## src/rtl/pipe_mem_access_pkg.sv

```systemverilog
// Shared types for the memory-access pipeline stage.
// FSM state encoding plus datapath and register-index widths.
package pipe_mem_access_pkg;

    localparam int DATA_W = 64;
    localparam int REG_W  = 3;

    typedef enum logic [1:0] {
        IDLE     = 2'd0,
        WAIT_ACK = 2'd1,
        DONE     = 2'd2
    } state_t;

endpackage

```

## src/rtl/pipe_mem_access_wb.sv

```systemverilog
// MEM/WB output register: loads a result or a bubble when load is high.
// A bubble clears only the write enable; index and data keep their value.
module pipe_mem_wb
    import pipe_mem_access_pkg::*;
(
    input  logic              clk,
    input  logic              reset,
    input  logic              load,
    input  logic              bubble,
    input  logic              wen,
    input  logic [REG_W-1:0]  idx,
    input  logic [DATA_W-1:0] data,
    output logic              wb_wen,
    output logic [REG_W-1:0]  wb_idx,
    output logic [DATA_W-1:0] wb_data
);

    always_ff @(posedge clk) begin
        if (reset) begin
            wb_wen  <= 1'b0;
            wb_idx  <= '0;
            wb_data <= '0;
        end else if (load) begin
            if (bubble) begin
                wb_wen <= 1'b0;
            end else begin
                wb_wen  <= wen;
                wb_idx  <= idx;
                wb_data <= data;
            end
        end
    end

endmodule

```

## src/rtl/pipe_mem_access.sv

```systemverilog
// Memory-access stage: req/ack data-memory port, upstream stall, MEM/WB reg.
// Optional ack timeout enabled by defining MEM_TIMEOUT_EN.
module pipe_mem_access
    import pipe_mem_access_pkg::*;
#(
    parameter int ADDR_W         = 8,
    parameter int TIMEOUT_CYCLES = 15
) (
    input  logic              clk,
    input  logic              reset,
    input  logic              en,
    input  logic              WRegEn_in,
    input  logic              WMemEn_in,
    input  logic              RMemEn_in,
    input  logic [DATA_W-1:0] R1out_in,
    input  logic [DATA_W-1:0] R2out_in,
    input  logic [REG_W-1:0]  WReg1_in,
    output logic              stall_out,
    output logic              dmem_req,
    output logic              dmem_we,
    output logic [ADDR_W-1:0] dmem_addr,
    output logic [DATA_W-1:0] dmem_wdata,
    input  logic [DATA_W-1:0] dmem_rdata,
    input  logic              dmem_ack,
    output logic              WRegEn_out,
    output logic [REG_W-1:0]  WReg1_out,
    output logic [DATA_W-1:0] WData_out,
    output logic              mem_err_out
);

    state_t state, next;

    logic              memop;
    logic              accept;
    logic              timeout;
    logic              cap_wen;
    logic [REG_W-1:0]  cap_idx;
    logic [DATA_W-1:0] hold_data;

    logic              wb_load;
    logic              wb_bubble;
    logic              wb_wen;
    logic [REG_W-1:0]  wb_idx;
    logic [DATA_W-1:0] wb_data;

    assign memop = WMemEn_in | RMemEn_in;

`ifdef MEM_TIMEOUT_EN
    localparam logic [3:0] TO_LAST = 4'(TIMEOUT_CYCLES - 1);

    logic [3:0] tcnt;

    assign timeout = (state == WAIT_ACK) && !dmem_ack && (tcnt == TO_LAST);

    always_ff @(posedge clk) begin
        if (reset) begin
            tcnt        <= 4'd0;
            mem_err_out <= 1'b0;
        end else begin
            mem_err_out <= timeout;
            if (accept || timeout) begin
                tcnt <= 4'd0;
            end else if (state == WAIT_ACK) begin
                tcnt <= dmem_ack ? 4'd0 : tcnt + 4'd1;
            end
        end
    end
`else
    logic unused_cfg;

    assign unused_cfg  = ^TIMEOUT_CYCLES;
    assign timeout     = 1'b0;
    assign mem_err_out = 1'b0;
`endif

    always_comb begin
        next      = state;
        stall_out = 1'b0;
        accept    = 1'b0;
        wb_load   = 1'b0;
        wb_bubble = 1'b0;
        wb_wen    = WRegEn_in;
        wb_idx    = WReg1_in;
        wb_data   = R1out_in;
        case (state)
            IDLE: begin
                if (en) begin
                    wb_load = 1'b1;
                    if (memop) begin
                        stall_out = 1'b1;
                        accept    = 1'b1;
                        wb_bubble = 1'b1;
                        next      = WAIT_ACK;
                    end
                end
            end
            WAIT_ACK: begin
                // A timed-out op retires as a bubble so upstream can move on.
                if (timeout) begin
                    wb_load   = 1'b1;
                    wb_bubble = 1'b1;
                    next      = IDLE;
                end else if (dmem_ack && en) begin
                    wb_load = 1'b1;
                    wb_wen  = cap_wen & ~dmem_we;
                    wb_idx  = cap_idx;
                    wb_data = dmem_rdata;
                    next    = IDLE;
                end else if (dmem_ack) begin
                    stall_out = 1'b1;
                    next      = DONE;
                end else begin
                    stall_out = 1'b1;
                    wb_load   = 1'b1;
                    wb_bubble = 1'b1;
                end
            end
            DONE: begin
                stall_out = ~en;
                if (en) begin
                    wb_load = 1'b1;
                    wb_wen  = cap_wen & ~dmem_we;
                    wb_idx  = cap_idx;
                    wb_data = hold_data;
                    next    = IDLE;
                end
            end
            default: next = IDLE;
        endcase
    end

    always_ff @(posedge clk) begin
        if (reset) begin
            state      <= IDLE;
            dmem_req   <= 1'b0;
            dmem_we    <= 1'b0;
            dmem_addr  <= '0;
            dmem_wdata <= '0;
            cap_wen    <= 1'b0;
            cap_idx    <= '0;
            hold_data  <= '0;
        end else begin
            state <= next;
            if (accept) begin
                dmem_req   <= 1'b1;
                dmem_we    <= WMemEn_in;
                dmem_addr  <= R1out_in[ADDR_W-1:0];
                dmem_wdata <= R2out_in;
                cap_wen    <= WRegEn_in;
                cap_idx    <= WReg1_in;
            end
            if (state == WAIT_ACK && (dmem_ack || timeout)) begin
                dmem_req <= 1'b0;
            end
            if (state == WAIT_ACK && dmem_ack && !en && !timeout) begin
                hold_data <= dmem_rdata;
            end
        end
    end

    pipe_mem_wb u_wb (
        .clk     (clk),
        .reset   (reset),
        .load    (wb_load),
        .bubble  (wb_bubble),
        .wen     (wb_wen),
        .idx     (wb_idx),
        .data    (wb_data),
        .wb_wen  (WRegEn_out),
        .wb_idx  (WReg1_out),
        .wb_data (WData_out)
    );

endmodule

```

## config.mk

```make
export PLATFORM = sky130hd
export DESIGN_NAME = pipe_mem_access
export DESIGN_NICKNAME = d
export VERILOG_FILES = /design/src/rtl/pipe_mem_access_pkg.sv /design/src/rtl/pipe_mem_access_wb.sv /design/src/rtl/pipe_mem_access.sv
export SDC_FILE = /design/constraint.sdc
export NUM_CORES = 1
export LEC_CHECK = 0
export CORE_MARGIN = 4
export CORE_UTILIZATION = 40
export DETAILED_ROUTE_END_ITERATION = 6
export GPL_TIMING_DRIVEN = 0
export PLACE_DENSITY = 0.74
export SKIP_CTS_REPAIR_TIMING = 1
export SLEW_MARGIN = 20
export SYNTH_ARGS = -nofsm -noshare
export SYNTH_HDL_FRONTEND = slang
export SYNTH_SLANG_ARGS = --single-unit
```

## constraint.sdc

```tcl
create_clock -name clk -period 5.1 [get_ports clk]
set_input_delay 1.02 -clock clk [delete_from_list [all_inputs] [get_ports clk]]
set_output_delay 1.02 -clock clk [all_outputs]
set_load 0.005 [all_outputs]
```

==> flow_summary.json, run 1 <==
{
  "fp.dieH_um": 157,
  "grt_pass1_vias": 9205,
  "clockBufferDepth": 3,
  "syn_area_per_cell_um2": 8.40,
  "grt_usage": 0.260,
  "grtUsageMet1": 0.308,
  "path_delay_family": "buffers and inverters",
  "grtUsageMet2": 0.465,
  "ant_nets": 0,
  "p_leak_nw": 4.74,
  "cp-end-kind": "output port",
  "num_antenna_cells": 0,
  "cts_root_buf": "clkbuf_16",
  "wl_mm": 33.8,
  "status": "finished clean",
  "synth_edf_count": 0,
  "clk_pin_slew_worst_paths_ps": 60,
  "period_share": 0.792,
  "clock_latency_ps": 500,
  "seq_area_um2": 4240,
  "dp_cells": 1677,
  "dr.first_iter.drc_count": 636,
  "hold_viol_final": 0,
  "crit_chain": "clkdlybuf4s50_1 > o211ai_2 > clkbuf_1 > a21oi_1 > clkdlybuf4s50_1",
  "grt-busiest-layer": "met2",
  "cts_sinks": 212,
  "total_power_mw": 5.07,
  "placed_area_um2": 12600,
  "cts_made_buffers": 24,
  "synth_warnings": 0,
  "fmax_mhz": 248,
  "drc": 0,
  "cts_tree": "yes",
  "cp_slowest_stage_delay_ps": 520,
  "pwr_density_cell_nw_per_um2": 379,
  "post_drt_wl_per_cell_um": 19.6,
  "finish.instance_area_um2": 13400,
  "routed_via_density": 5.39,
  "hp-class": "reg2reg",
  "grt_pass1_wl_mm": 50.9,
  "routabilityCongestion": 0.888,
  "dr_total_vias": 9283,
  "setup_tns_ps": 0,
  "final_cells": 1721,
  "finish.net_count": 1629,
  "fillCellCount": 1921,
  "layout-drive-gt1-share": 0.0770,
  "setup_viol": 0,
  "row_count": 54,
  "start_util": 0.406,
  "dieArea_um2": 24600,
  "relSlewSlack": 0.455,
  "grt_use_met3": 0.0713,
  "tightest_slew_ps": 817,
  "startpoint_type": "input pin",
  "dieWidth_um": 157,
  "grt_antenna_before_repair": 0,
  "core_area_um2": 21800,
  "synthesis.area_um2": 8860,
  "path_class": "in2out",
  "syn-num-nets": 1260,
  "worst_ep_arrival_time_ps": 3020,
  "overflow": 0,
  "cp_slowest_cell": "clkdlybuf4s50_1",
  "ys_seq_area_frac": 0.479,
  "syn-instance-count": 1054,
  "cts_max_level": 1,
  "drv_cap": 0,
  "maxSlewViolCount": 0,
  "multi_input_area_um2": 4110,
  "crit_required_ps": 4080,
  "rsz0062_at_grt": "no",
  "skew_ps": 6.96,
  "io_buffers": 343,
  "ys_async_sr_fraction": 0,
  "syn_to_final_growth_pct": 51.3,
  "grt_max_degree": 13,
  "period_needed_ps": 4040,
  "drtPass1Iterations": 7,
  "synth_seq_cells": 212,
  "hpwlAfterDp_mm": 25.1,
  "io_pins": 346,
  "synthFlopType": "dfxtp_1",
  "cp_common_cell": "clkdlybuf4s50_1",
  "path_max_fanout": 10,
  "vdd_ir_drop_max_uv": 234,
  "synth_cell_types": 35,
  "path_buf_inv": 3
}
-- state kept, by name (all words and copies together), names as in the netlist --
name          cells
cap_wen           1
state             2
dmem_req          1
u_wb.wb_data     64
dmem_wdata       64
dmem_we           1
hold_data        64
u_wb.wb_wen       1
u_wb.wb_idx       3
dmem_addr         8
cap_idx           3
-- synthesized netlist by cell type (all sizes together) (2+ instances only) --
| cell | number | area (µm²) |
|---|---|---|
| o32ai | 2 | 25.0 |
| buf | 48 | 260 |
| clkbuf | 60 | 225 |
| nor2b | 3 | 18.8 |
| inv | 6 | 22.5 |
| nand2 | 285 | 1070 |
| and2 | 4 | 25.0 |
| dfxtp | 212 | 4240 |
| a22o | 64 | 561 |
| and3 | 2 | 12.5 |
| a211oi | 67 | 653 |
| a22oi | 67 | 503 |
| nor2 | 3 | 11.3 |
| or2 | 2 | 12.5 |
| a21oi | 209 | 1050 |
| ha | 4 | 50.1 |
| nand2b | 4 | 25.0 |
-- kinds of logic (layout without fill, tap and decap cells) --
group                    Yosys count  in the layout  share of synthesized area
buffers and inverters            114            501                     0.0573
flip-flops                       212            212                      0.479
multiplexers                       1              1                    0.00127
other                              1              1                   0.000423
adder cells (fa/ha/maj)            4              4                    0.00565
AND/OR/NAND/NOR                  305            305                      0.134
AO/OA/AOI/OAI                    417            417                      0.322
-- final cells by class --
type / count / area share
flip-flops and latches: 212 / 0.317
multi-input cells: 728 / 0.306
repair buffers: 343 / 0.256
clock buffers: 37 / 0.0538
plain buffers: 108 / 0.0362
well taps: 280 / 0.0261
clock inverters: 7 / 0.00280
inverters: 6 / 0.00168
-- worst min-delay path, stage by stage, from the launching register on --
cell and delay [ps]:
dfxtp_1 300, nand2_1 50, a21oi_1 50
-- per-layer routing --
layer	routed length [µm]	vias to the layer above
li1	-	4473
met1	13000	4358
met2	16800	401
met3	3240	51
met4	789	0
met5	0	-
-- worst paths after layout --
kind / cells past startpoint / endpoint / from / slack [ps]
max: 5 / stall_out / WMemEn_in / 1060
min: 2 / dmem_wdata[33] / dmem_wdata[33] / 450
max reg2reg: 8 / u_wb.wb_data[60] / state[1] / 2660
min reg2reg: 2 / dmem_wdata[33] / dmem_wdata[33] / 450
-- per-stage QoR --
| step | worst slack (ps) | hold slack [ps] | utilization |
|---|---|---|---|
| 3_3_place_gp | 1110 | 440 | 0.579 |
| 4_1_cts | 1060 | 454 | 0.614 |
| 2_1_floorplan | 2420 | 436 | - |
| 5_1_grt | 978 | 465 | 0.614 |
| 6_report | 1060 | 452 | 0.614 |
| 3_5_place_dp | 1090 | 446 | 0.579 |
-- cells in the final DEF (no fill, tap or decap), drive strengths merged --
master | Yosys | layout
o21ai | 1 | 1
mux2 | 1 | 1
o211a | 1 | 1
conb | 1 | 1
clkbuf | 60 | 97
a311oi | 1 | 1
and2 | 4 | 4
o32ai | 2 | 2
dfxtp | 212 | 212
a22o | 64 | 64
a31oi | 1 | 1
clkinv | 0 | 6
nor2 | 3 | 3
or2 | 2 | 2
o221ai | 1 | 1
ha | 4 | 4
buf | 48 | 48
clkinvlp | 0 | 1
inv | 6 | 6
nor3 | 1 | 1
a21oi | 209 | 209
nor2b | 3 | 3
o211ai | 1 | 1
clkdlybuf4s50 | 0 | 343
o31a | 1 | 1
a22oi | 67 | 67
and3 | 2 | 2
a32oi | 1 | 1
a211oi | 67 | 67
nand2b | 4 | 4
nand2 | 285 | 285
nand3 | 1 | 1
-- power by group --
group	leakage [nW]	internal (mW)	switching (mW)	total, mW
logic	2.63	0.715	0.756	1.47
registers	1.73	1.84	0.112	1.96
clock network	0.376	0.970	0.678	1.65
total	4.74	3.53	1.55	5.07
Power figures use the tool's default switching activity.
==> run 2, diff against run 1 <==
--- a/config.mk
+++ b/config.mk
@@ -9,7 +9,7 @@
 export CORE_UTILIZATION = 40
 export DETAILED_ROUTE_END_ITERATION = 6
 export GPL_TIMING_DRIVEN = 0
-export PLACE_DENSITY = 0.74
+export PLACE_DENSITY = 0.77
 export SKIP_CTS_REPAIR_TIMING = 1
 export SLEW_MARGIN = 20
 export SYNTH_ARGS = -nofsm -noshare
==> constraint.sdc (replaced) <==
create_clock -name clk -period 3.7 [get_ports clk]
set_input_delay 0.74 -clock clk [delete_from_list [all_inputs] [get_ports clk]]
set_output_delay 0.74 -clock clk [all_outputs]
set_load 0.005 [all_outputs]
==> flow_summary.json, run 2 (synthesis results as in run 1) <==
{
  "status": "finished clean",
  "dieArea_um2": 24600,
  "mostFrequentLayoutCells": "343 x clkdlybuf4s50_1, 285 x nand2_1, 212 x dfxtp_1, 209 x a21oi_1, 67 x a22oi_1",
  "hold_viol_final": 0,
  "layout-drive-gt1-share": 0.0800,
  "syn_to_final_growth_pct": 51.5,
  "core_area_um2": 21800,
  "drv_cap": 0,
  "grt_pass1_wl_mm": 50.9,
  "grt_antenna_before_repair": 0,
  "finish.net_count": 1628,
  "io_buffers": 343,
  "cp-end-kind": "output port",
  "overflow": 0,
  "period_needed_ps": 3470,
  "row_count": 54,
  "rsz0062_at_grt": "no",
  "setup_tns_ps": 0,
  "clock_latency_ps": 500,
  "period_share": 0.937,
  "grt_usage": 0.259,
  "final_cells": 1718,
  "dieWidth_um": 157,
  "drc": 0,
  "clk_pin_slew_worst_paths_ps": 60,
  "hp-class": "reg2reg",
  "setup_viol": 0,
  "skew_ps": 9.83,
  "cts_sinks": 212,
  "cts_tree": "yes",
  "vdd_ir_drop_max_uv": 290,
  "start_util": 0.406,
  "routed_via_density": 5.46,
  "relSlewSlack": 0.407,
  "layout_commonest_cell": "clkdlybuf4s50_1",
  "io_pins": 346,
  "ant_nets": 0,
  "wl_mm": 33.5,
  "reg_top3": "dmem_wdata: 64 flops, hold_data: 64 flops, u_wb.wb_data: 64 flops",
  "post_drt_wl_per_cell_um": 19.5,
  "grt_max_degree": 15,
  "startpoint_type": "input pin",
  "fmax_mhz": 288,
  "fp.dieH_um": 157,
  "dr.first_iter.drc_count": 689,
  "p_leak_nw": 4.75,
  "tightest_slew_ps": 889,
  "path_class": "in2out",
  "cts_root_buf": "clkbuf_16",
  "hpwlAfterDp_mm": 24.6,
  "routabilityCongestion": 0.891,
  "dp_cells": 1677,
  "finish.instance_area_um2": 13400,
  "placed_area_um2": 12600,
  "crit_required_ps": 2960,
  "cts_max_level": 1,
  "grt_pass1_vias": 9210,
  "maxSlewViolCount": 0,
  "path_max_fanout": 10,
  "num_antenna_cells": 0,
  "worst_ep_arrival_time_ps": 2730,
  "pwr_density_cell_nw_per_um2": 528,
  "drtPass1Iterations": 6,
  "cts_made_buffers": 23,
  "dr_total_vias": 9381,
  "clockBufferDepth": 3
}
-- run 2: changes by cell type in the layout (fill, tap and decap cells not counted) --
cell | previous run | this run
clkbuf_8 | 5 | 3
clkinv_4 | 0 | 1
clkbuf_16 | 25 | 23
clkinvlp_4 | 1 | 3
bufinv_16 | 0 | 3
inv_6 | 0 | 1
clkinv_2 | 6 | 7
clkbuf_1 | 67 | 60
-- run 2: final cells by class --
type	instances	area, µm²
timing repair buffer	343	3430
clock buffer	26	617
buffer	108	485
inverter	6	22.5
fill	1887	8400
tap	280	350
clock inverter	15	165
multi-input combinational	728	4110
sequential	212	4240
-- run 2: per-layer routing --
metal | up-vias | global-route usage | routed length, µm
met5 | - | 0 | 0
met4 | 0 | 0.0719 | 1030
met3 | 67 | 0.0736 | 3240
met2 | 429 | 0.448 | 16400
met1 | 4422 | 0.315 | 12900
li1 | 4463 | - | -
-- run 2: final timing paths --
path	start	to	slack (ps)	cells past startpoint
worst min register to register	dmem_addr[5]	dmem_addr[5]	450	2
worst min-delay path	dmem_addr[5]	dmem_addr[5]	450	2
worst max register to register	state[1]	u_wb.wb_data[57]	1200	8
worst max-delay path	WMemEn_in	stall_out	230	5
-- run 2: power breakdown --
| group | leakage (nW) | internal [mW] | total [mW] | switching [mW] |
|---|---|---|---|---|
| registers | 1.73 | 2.54 | 2.69 | 0.145 |
| logic | 2.63 | 0.987 | 2.04 | 1.05 |
| clock network | 0.384 | 1.41 | 2.37 | 0.958 |
| total | 4.75 | 4.94 | 7.09 | 2.15 |
-- run 2: critical path, cell delays in order --
cell	delay (ps)
clkdlybuf4s50_1	480
o211ai_2	400
clkbuf_1	450
a21oi_1	130
clkdlybuf4s50_1	520
-- run 2: through the flow --
step / power, mW / setup slack, ps / hold WS [ps] / util
floorplan: 3.70 / 1580 / 436 / -
global placement: 4.72 / 272 / 441 / 0.579
detailed placement: 4.75 / 236 / 446 / 0.579
CTS: 7.13 / 228 / 454 / 0.615
global route: 7.43 / 113 / 469 / 0.615
finish: 7.09 / 234 / 451 / 0.615
==> run 3, diff against run 2 <==
--- a/config.mk
+++ b/config.mk
@@ -9,7 +9,7 @@
 export CORE_UTILIZATION = 40
 export DETAILED_ROUTE_END_ITERATION = 6
 export GPL_TIMING_DRIVEN = 0
-export PLACE_DENSITY = 0.77
+export PLACE_DENSITY = 0.74
 export SKIP_CTS_REPAIR_TIMING = 1
 export SLEW_MARGIN = 20
 export SYNTH_ARGS = -nofsm -noshare
==> constraint.sdc (replaced) <==
create_clock -name clk -period 3.5 [get_ports clk]
set_input_delay 0.7 -clock clk [delete_from_list [all_inputs] [get_ports clk]]
set_output_delay 0.7 -clock clk [all_outputs]
set_load 0.005 [all_outputs]
==> results of run 3 <==
The final DEF is identical to that of run 1. Status: finished clean.
Main changes from that run: setup slack after placement 1090 ps -> 133 ps; setup slack after layout 1060 ps -> 99.7 ps; register-to-register setup slack 2660 ps -> 1060 ps; total power 5.07 mW -> 7.39 mW; worst IR drop on VDD 234 µV -> 341 µV
